===== src/rtl/mpu_frame_pkg.sv =====
// Shared definitions for the MPU-6050 frame assembler: FSM states and the
// position of every register byte inside the 14-byte burst (0x3B..0x48).
package mpu_frame_pkg;

   localparam int NBYTES = 14;

   typedef enum logic [1:0] {
      ST_IDLE      = 2'd0,
      ST_WAIT_TICK = 2'd1,
      ST_COLLECT   = 2'd2,
      ST_DONE      = 2'd3
   } state_t;

   // Burst byte positions; each axis word is {H, L}
   localparam int AX_H = 0;
   localparam int AX_L = 1;
   localparam int AY_H = 2;
   localparam int AY_L = 3;
   localparam int AZ_H = 4;
   localparam int AZ_L = 5;
   localparam int T_H  = 6;
   localparam int T_L  = 7;
   localparam int GX_H = 8;
   localparam int GX_L = 9;
   localparam int GY_H = 10;
   localparam int GY_L = 11;
   localparam int GZ_H = 12;
   localparam int GZ_L = 13;

endpackage


===== src/rtl/sample_tick_gen.sv =====
// Free-running sample-rate divider. Counts 0..SAMPLE_PERIOD-1 while enabled
// and flags the last count; held at zero while disabled.
module sample_tick_gen #(
   parameter int SAMPLE_PERIOD = 50000
) (
   input  logic clk,
   input  logic rst,
   input  logic en,
   output logic tick
);

   localparam int            CW   = $clog2(SAMPLE_PERIOD);
   localparam logic [CW-1:0] LAST = CW'(SAMPLE_PERIOD - 1);

   logic [CW-1:0] cnt;

   // Period counter: cleared by reset or when disabled, wraps after LAST
   always_ff @(posedge clk) begin
      if (rst || !en) begin
         cnt <= '0;
      end else if (cnt == LAST) begin
         cnt <= '0;
      end else begin
         cnt <= cnt + CW'(1);
      end
   end

   assign tick = en && (cnt == LAST);

endmodule


===== src/rtl/mpu_frame_assembler.sv =====
// Periodic burst-read scheduler and 14-byte frame assembler for the MPU-6050.
// Requests a burst from the I2C master every sample period, gathers the bytes
// into a shadow buffer and publishes all seven axis words at once.
//
// Byte interface: data_avalid is a one-cycle strobe with no back-pressure;
// data is meaningful only in a cycle where data_avalid is high, and every such
// byte is consumed in that cycle (or ignored outside COLLECT).
module mpu_frame_assembler #(
   parameter int SAMPLE_PERIOD = 50000,
   parameter int TIMEOUT       = 40000
) (
   input  logic               clk,
   input  logic               rst,
   input  logic               init_done,
   input  logic               data_avalid,
   input  logic [7:0]         data,
   output logic               read_now,
   output logic signed [15:0] accel_x,
   output logic signed [15:0] accel_y,
   output logic signed [15:0] accel_z,
   output logic signed [15:0] temp,
   output logic signed [15:0] gyro_x,
   output logic signed [15:0] gyro_y,
   output logic signed [15:0] gyro_z,
   output logic               frame_valid,
   output logic               frame_err,
   output logic [7:0]         overrun_cnt
);

   import mpu_frame_pkg::*;

   localparam int            TW          = $clog2(TIMEOUT + 1);
   localparam logic [TW-1:0] TIMEOUT_VAL = TW'(TIMEOUT);
   localparam logic [3:0]    LAST_IDX    = 4'(NBYTES - 1);

   state_t        state;
   logic          tick;
   logic [3:0]    idx;
   logic [TW-1:0] to_cnt;
   logic          last_byte;
   logic [7:0]    shadow      [NBYTES];
   logic [7:0]    frame_bytes [NBYTES];

   sample_tick_gen #(
      .SAMPLE_PERIOD(SAMPLE_PERIOD)
   ) u_tick (
      .clk  (clk),
      .rst  (rst),
      .en   (init_done),
      .tick (tick)
   );

   assign last_byte = (state == ST_COLLECT) && data_avalid && (idx == LAST_IDX);

   // Complete frame as it will look once the byte arriving now is stored
   always_comb begin
      frame_bytes       = shadow;
      frame_bytes[GZ_L] = data;
   end

   // Shadow capture of each burst byte at its running index
   always_ff @(posedge clk) begin
      if (state == ST_COLLECT && init_done && data_avalid) begin
         shadow[idx] <= data;
      end
   end

   // Sequencer: tick -> request -> collect -> publish, plus timeout and overrun tracking.
   // The output words are loaded on the edge that enters DONE so they are
   // visible together with frame_valid during the DONE cycle.
   always_ff @(posedge clk) begin
      if (rst) begin
         state       <= ST_IDLE;
         idx         <= '0;
         to_cnt      <= '0;
         read_now    <= 1'b0;
         frame_valid <= 1'b0;
         frame_err   <= 1'b0;
         overrun_cnt <= '0;
         accel_x     <= '0;
         accel_y     <= '0;
         accel_z     <= '0;
         temp        <= '0;
         gyro_x      <= '0;
         gyro_y      <= '0;
         gyro_z      <= '0;
      end else begin
         read_now    <= 1'b0;
         frame_valid <= 1'b0;
         frame_err   <= 1'b0;

         // A tick that cannot start a read is dropped and counted
         if (tick && state != ST_WAIT_TICK && overrun_cnt != 8'hFF) begin
            overrun_cnt <= overrun_cnt + 8'd1;
         end

         if (!init_done) begin
            state <= ST_IDLE;
         end else begin
            case (state)
               ST_IDLE: begin
                  state <= ST_WAIT_TICK;
               end
               ST_WAIT_TICK: begin
                  if (tick) begin
                     read_now <= 1'b1;
                     idx      <= '0;
                     to_cnt   <= '0;
                     state    <= ST_COLLECT;
                  end
               end
               ST_COLLECT: begin
                  if (data_avalid) begin
                     idx <= idx + 4'd1;
                  end
                  // Last byte beats a simultaneous timeout
                  if (last_byte) begin
                     accel_x     <= {frame_bytes[AX_H], frame_bytes[AX_L]};
                     accel_y     <= {frame_bytes[AY_H], frame_bytes[AY_L]};
                     accel_z     <= {frame_bytes[AZ_H], frame_bytes[AZ_L]};
                     temp        <= {frame_bytes[T_H],  frame_bytes[T_L]};
                     gyro_x      <= {frame_bytes[GX_H], frame_bytes[GX_L]};
                     gyro_y      <= {frame_bytes[GY_H], frame_bytes[GY_L]};
                     gyro_z      <= {frame_bytes[GZ_H], frame_bytes[GZ_L]};
                     frame_valid <= 1'b1;
                     state       <= ST_DONE;
                  end else if (to_cnt == TIMEOUT_VAL) begin
                     frame_err <= 1'b1;
                     state     <= ST_WAIT_TICK;
                  end else begin
                     to_cnt <= to_cnt + TW'(1);
                  end
               end
               ST_DONE: begin
                  state <= ST_WAIT_TICK;
               end
               default: begin
                  state <= ST_IDLE;
               end
            endcase
         end
      end
   end

endmodule


===== config.mk =====
export PLATFORM = sky130hd
export DESIGN_NAME = mpu_frame_assembler
export DESIGN_NICKNAME = d
export VERILOG_FILES = /design/src/rtl/mpu_frame_pkg.sv /design/src/rtl/sample_tick_gen.sv /design/src/rtl/mpu_frame_assembler.sv
export SDC_FILE = /design/constraint.sdc
export NUM_CORES = 1
export LEC_CHECK = 0
export BUFFER_PORTS_ARGS = -buffer_cell sky130_fd_sc_hd__buf_2
export CORE_MARGIN = 4
export CORE_UTILIZATION = 61
export DETAILED_ROUTE_END_ITERATION = 8
export PLACE_DENSITY_LB_ADDON = 0.15
export SLEW_MARGIN = 0
export SYNTH_ARGS = -nofsm -noshare
export SYNTH_HDL_FRONTEND = slang
export SYNTH_HIERARCHICAL = 1
export SYNTH_SLANG_ARGS = --single-unit

===== constraint.sdc =====
create_clock -name clk -period 4.2 [get_ports clk]
set_clock_uncertainty 0.05 [all_clocks]
set_input_delay 0.21 -clock clk [delete_from_list [all_inputs] [get_ports clk]]
set_output_delay 0.21 -clock clk [all_outputs]
set_load 0.01 [all_outputs]

After elaboration in Yosys (flattened, before gate mapping)

Index checks and enable logic that the tools add are counted.

Bits of input ports: 12
Output and inout port bits: 123
Register bits: 273

Multiplexer cells: 17
Bitwise gates (word level): 4
Add/subtract/negate cells: 4
Equality and inequality tests: 13
Reductions and logical operators: 22
Magnitude comparators: 2

Operators by type and width:

| operator                | count |
|---|---|
| $bwmux W112             | 1 |
| $mux W16                | 3 |
| $add A16 B1 Y16 const B | 2 |
| $demux W8 S4            | 1 |
| $eq A16 B16 Y1 const B  | 2 |
| $pmux W16 S2            | 1 |
| $add A8 B1 Y8 const B   | 1 |
| $logic_and A1 B1 Y1     | 8 |
| $mux W4                 | 2 |
| $mux W8                 | 1 |
| $ne A2 B2 Y1 const B    | 4 |
| $ne A8 B8 Y1 const B    | 1 |
| $pmux W4 S2             | 1 |
| $mux W2                 | 3 |
| $pmux W2 S3             | 1 |
| $reduce_or A2 Y1        | 3 |
| $reduce_or A3 Y1        | 2 |
| $ge A5 B5 Y1 const B    | 1 |
| $lt A5 B1 Y1 const B    | 1 |
| $not A4 Y5              | 1 |
| $reduce_and A5 Y1       | 1 |
| $add A4 B1 Y4 const B   | 1 |
| $eq A2 B2 Y1 const B    | 2 |
| $eq A4 B4 Y1 const B    | 1 |
| 13 further kinds        | 17 |

Depth between registers and ports, before layout

Depth after elaboration: 6
Depth in mapped cells: 9
Gate-level depth less buffers: 8

Hierarchy

Netlist, hierarchy kept.

By module, submodules not included:

| module              | cells an instance | area each (µm²) | instances |
|---|---|---|---|
| mpu_frame_assembler | 828               | 8934.8          | 1 |
| sample_tick_gen     | 83                | 738.2           | 1 |

Worst setup path before layout

No wires, ideal clock.

Kind: register to register
Start point: reg u_tick.cnt[0]
End point: reg to_cnt[9]
Required time: 4064 ps
Buffers on the path: 1
Stages on the path, launching flop included: 10
Period minus slack after synthesis: 2217 ps
Library setup time: 86 ps
Arrival: 2080 ps
Path slack: 1983 ps
Path through: dfxtp_1 -> ha_1 -> and3_1 -> and4_1 -> and2_1 -> and4b_1 -> buf_2 -> a31oi_4 -> a2111o_1 -> a221oi_2

Longest elaborated chain between the ends: 4

RTL lines:

| what                               | line                       | source |
|---|---|---|
| start, declared                    | sample_tick_gen.sv:15      | `logic [CW-1:0] cnt;` |
| start signal, assigned             | sample_tick_gen.sv:24      | `cnt <= cnt + CW'(1);` |
| $eq A16 B16 Y1                     | sample_tick_gen.sv:28      | `assign tick = en && (cnt == LAST);` |
| $logic_and A1 B1 Y1                | sample_tick_gen.sv:28      |  |
| net tick                           | mpu_frame_assembler.sv:37  | `logic tick;` |
| $ne A2 B2 Y1 (no source line)      | --                         |  |
| $reduce_and A5 Y1 (no source line) | --                         |  |
| end signal, assigned               | mpu_frame_assembler.sv:131 | `to_cnt <= to_cnt + TW'(1);` |
| end, declared                      | mpu_frame_assembler.sv:39  | `logic [TW-1:0] to_cnt;` |

The timed path passes the listed nets, and every way through them passes these cells.
A chain may end at the register's enable or synchronous reset.

Worst setup path after layout

Start point: reg idx[0]
End point: reg accel_y[13]

Longest elaborated chain between the ends: 3

RTL lines:

| what                               | line                       | source |
|---|---|---|
| start, declared                    | mpu_frame_assembler.sv:38  | `logic [3:0] idx;` |
| start signal, assigned             | mpu_frame_assembler.sv:114 | `idx <= idx + 4'd1;` |
| $eq A4 B4 Y1                       | mpu_frame_assembler.sv:53  | `assign last_byte = (state == ST_COLLECT) && data_avalid && (idx == LAST_IDX);` |
| $logic_and A1 B1 Y1                | mpu_frame_assembler.sv:53  |  |
| $reduce_and A3 Y1 (no source line) | --                         |  |
| end signal, assigned               | mpu_frame_assembler.sv:119 | `accel_y <= {frame_bytes[AY_H], frame_bytes[AY_L]};` |
| end, declared                      | mpu_frame_assembler.sv:19  | `output logic signed [15:0] accel_y,` |

No other way between the ends.

==> reports/results.md <==
| Item | Value | Unit |
|:---|:---|:---|
| Post-synthesis instance total | 911 | - |
| Category of the worst setup path launch point | flop | - |
| Setup fix buffers added after clock tree synthesis | 0 | - |
| Horiz. Die Dim | 133.9 | um |
| Final instance area | 11370 | sq um |
| Yosys top cell area share | 33.32 | % |
| Number of enable flip-flop cells after synthesis | 104 | - |
| Routed wire per std cell | 16.95 | um |
| Global placer's final weighted congestion | 0.8532 | - |
| Maximum capacitance violations | 0 | - |
| Clock Tree Buf Depth | 3 | - |
| Arrival time at the worst endpoint | 2900 | ps |
| Layout-stage area growth over the synthesis result | 17.53 | % |
| Maximum vdd ir drop | 0.3790 | mV |
| Fillcell total | 1085 | - |
| Transition time of the tightest slew-check pin | 831.7 | ps |
| Die ar. | 17940 | sq um |
| Via count | 7021 | - |
| Placed wire-length estimate after detailed placement | 12590 | um |
| Remaining antenna violation count after routing | 0 | - |
| Total number of nets in the final design | 1043 | - |
| Cell leakage power | 4.117 | nW |
| Placement row count | 45 | - |
| Clock tree root buffer cell | sky130_fd_sc_hd__clkbuf_16 | - |
| Run status | completed | - |
| Most area-hungry cell type in the Yosys netlist | sky130_fd_sc_hd__dfxtp_1 | - |
| Net Count, Synth | 931 | - |
| Hold_buf cts | 0 | - |
| Overall track demand over capacity in global routing | 23.03 | % |
| Number of inserted diodes | 0 | - |
| Core Region | 15370 | sq um |
| Post-route minimum period | 2594 | ps |
| Final period util | 61.76 | % |
| Mean cell area of the mapped netlist | 10.62 | sq um |
| Final Max Tran Viols | 0 | - |
| IO buf count | 134 | - |
| Aggregate routed wire length | 21260 | um |
| Y dimension of the die | 133.9 | um |
| Worst slew margin | 44.56 | % |
| Initial cell density of the core | 62.93 | % |
| Fraction of layout cells with a size suffix above 1 | 18.50 | % |
| Unrepaired setup endpoints after global routing | false | - |
| Summed negative setup slack over all endpoints | 0 | ps |
| Critical path endpoint category | flop | - |
| H-tree Lvls | 1 | - |
| Clock slew seen by the registers of the worst setup and hold paths | 60 | ps |
| Peak clock frequency supported by timing | 0.3855 | GHz |
| Predominant post-synthesis flop cell | sky130_fd_sc_hd__dfxtp_1 | - |
| Async set-or-reset flop fraction in the synthesized netlist | 0 | % |
| Hold violation count in the final report | 0 | - |
| Area of the mapped netlist | 9673 | sq um |
| Routed via count divided by cell count | 5.599 | - |
| Peak fanout along the critical path | 60 | - |
| CTS tree | yes | - |
| Number of different library cells in the post-synthesis netlist | 61 | - |
| Tot Pwr | 5.280 | mW |
| Resize count post-CTS | 0 | - |
| Crit path required time | 4510 | ps |
| Critical path start-end classification | flop to flop | - |
| Setup violators final | 0 | - |
| Dpl cell area | 10400 | sq um |
| I/O Pins | 135 | - |
| Sink count of the clock tree | 265 | - |
| Clock latency on the worst-skew pair | 510 | ps |
| Flip-flop and latch count after synthesis | 265 | - |
| Number of antenna violations at the first check in global routing | 0 | - |
| Synth Warn # | 6 | - |
| Number of design-rule violations left by the first detailed-router iteration | 547 | - |
| Global-route wire length before repair | 33460 | um |
| Cells taking the most area after synthesis | sky130_fd_sc_hd__dfxtp_1 (33%), sky130_fd_sc_hd__edfxtp_1 (32%), sky130_fd_sc_hd__nand2_1 (9.2%), sky130_fd_sc_hd__a21oi_1 (6.6%), sky130_fd_sc_hd__buf_2 (1.6%) | - |
| Class of the worst hold path | input pin to flop | - |
| Commonest non-fill, non-tap cell in the layout | sky130_fd_sc_hd__nand2_1 | - |
| Power density over cell area | 464.5 | nW/um^2 |
| Clock buffers created by TritonCTS | 26 | - |
| Top library cells by usage in the layout, fill and taps aside | sky130_fd_sc_hd__nand2_1 (237), sky130_fd_sc_hd__dfxtp_1 (161), sky130_fd_sc_hd__buf_2 (133) | - |
| Sequential share of the synthesized area | 65.61 | % |
| Largest net degree at the start of global routing | 83 | - |
| Number of detailed-routing iterations run before antenna repair | 5 | - |
| Number of remaining DRC errors | 0 | - |
| Congestion Overflow GR | 0 | - |
| Vias in the first global route | 6447 | - |
## sequential cells by signal (all words and copies together) (netlist names), 2 cells and up
name         cells
accel_x         16
accel_y         16
accel_z         16
frame_bytes    104
gyro_x          16
gyro_y          16
gyro_z          16
idx              4
overrun_cnt      8
state            2
temp            16
to_cnt          16
u_tick/cnt      16
## through the flow
stage          instances  setup slack (ps)  utilization (%)  hold slack [ps]
6_report            1254              1606            73.96            50.95
3_5_place_dp        1206              1639            67.67            393.0
5_1_grt             1254              1385            73.96            60.18
3_3_place_gp        1206              1715            67.67            389.2
2_1_floorplan        911              1983                -            258.9
4_1_cts             1254              1582            73.96            41.11
## Yosys cell counts, types with 2 or more instances
cell                        count
sky130_fd_sc_hd__a211oi_1       4
sky130_fd_sc_hd__a21oi_1      127
sky130_fd_sc_hd__a31oi_1        2
sky130_fd_sc_hd__and2_1        13
sky130_fd_sc_hd__and3_1         6
sky130_fd_sc_hd__and4_1         3
sky130_fd_sc_hd__and4b_1        2
sky130_fd_sc_hd__buf_2         30
sky130_fd_sc_hd__buf_4          5
sky130_fd_sc_hd__buf_6          2
sky130_fd_sc_hd__clkbuf_1      17
sky130_fd_sc_hd__dfxtp_1      161
sky130_fd_sc_hd__edfxtp_1     104
sky130_fd_sc_hd__ha_1           8
sky130_fd_sc_hd__inv_1         14
sky130_fd_sc_hd__nand2_1      237
sky130_fd_sc_hd__nand2b_1      10
sky130_fd_sc_hd__nand3_1       17
sky130_fd_sc_hd__nand4_1       20
sky130_fd_sc_hd__nand4b_1       2
sky130_fd_sc_hd__nor2_1        33
sky130_fd_sc_hd__nor2b_1        2
sky130_fd_sc_hd__nor3_1        10
sky130_fd_sc_hd__nor4_1         6
sky130_fd_sc_hd__nor4b_1        2
sky130_fd_sc_hd__nor4bb_1       2
sky130_fd_sc_hd__o2111ai_1      2
sky130_fd_sc_hd__o211ai_1       2
sky130_fd_sc_hd__o21ai_0        4
sky130_fd_sc_hd__o21ai_1        3
sky130_fd_sc_hd__o221ai_1       5
sky130_fd_sc_hd__o22ai_1        2
sky130_fd_sc_hd__o31ai_1        2
sky130_fd_sc_hd__or3_1          5
sky130_fd_sc_hd__or4_1          4
sky130_fd_sc_hd__xnor2_1       12
sky130_fd_sc_hd__xor2_1         7
## final cells by class
class | instances | area (sq um) | area share [%]
Timing Repair Buffer | 139 | 723.2 | 6.361
Clock buffer | 33 | 762.0 | 6.703
Tap cell | 211 | 264.0 | 2.322
Inverter | 14 | 52.55 | 0.4622
Sequential cell | 265 | 6346 | 55.82
Clock inverter | 15 | 205.2 | 1.805
Multi-Input combinational cell | 577 | 3015 | 26.52
## routing by layer
metal	share of wire, %	global-route usage (%)	routed length [um]	up-vias
li1	-	-	-	3390
met1	41	30.84	8811	3379
met2	49	38.43	10460	215
met3	7.1	4.351	1506	37
met4	2.3	7.143	482	0
met5	0	0	0	-
## where the power goes
| group | internal (mW) | switching [mW] | leakage, nW |
|---|---|---|---|
| Clock | 1.59 | 0.953 | 0.477 |
| Sequential | 2.67 | 0.00189 | 2.23 |
| Combinational | 0.00879 | 0.0539 | 1.41 |
| Total | 4.27 | 1.01 | 4.12 |
## worst max-delay path, cell delays in order (launching register included)
cell                      delay [ps]
sky130_fd_sc_hd__dfxtp_1         420
sky130_fd_sc_hd__ha_1            280
sky130_fd_sc_hd__and4_1          420
sky130_fd_sc_hd__nand3_4         580
sky130_fd_sc_hd__buf_4           480
sky130_fd_sc_hd__nand2_1         120
sky130_fd_sc_hd__a21oi_1          80
## final timing paths
path | from | to | slack (ps) | cells past startpoint
max | idx[0] | accel_y[13] | 1610 | 6
max reg2reg | idx[0] | accel_y[13] | 1610 | 6
min | init_done | state[0] | 50 | 3
min reg2reg | accel_z[1] | accel_z[1] | 400 | 2
## logic make-up after synthesis
kind of cell / synth area share, %
compound gates: 9.934
xor+xnor: 1.720
flops: 65.61
fa+ha+maj: 1.035
buf+inv: 3.428
mux: 0.1035
simple gates: 18.17
Power figures use the tool's default switching activity.
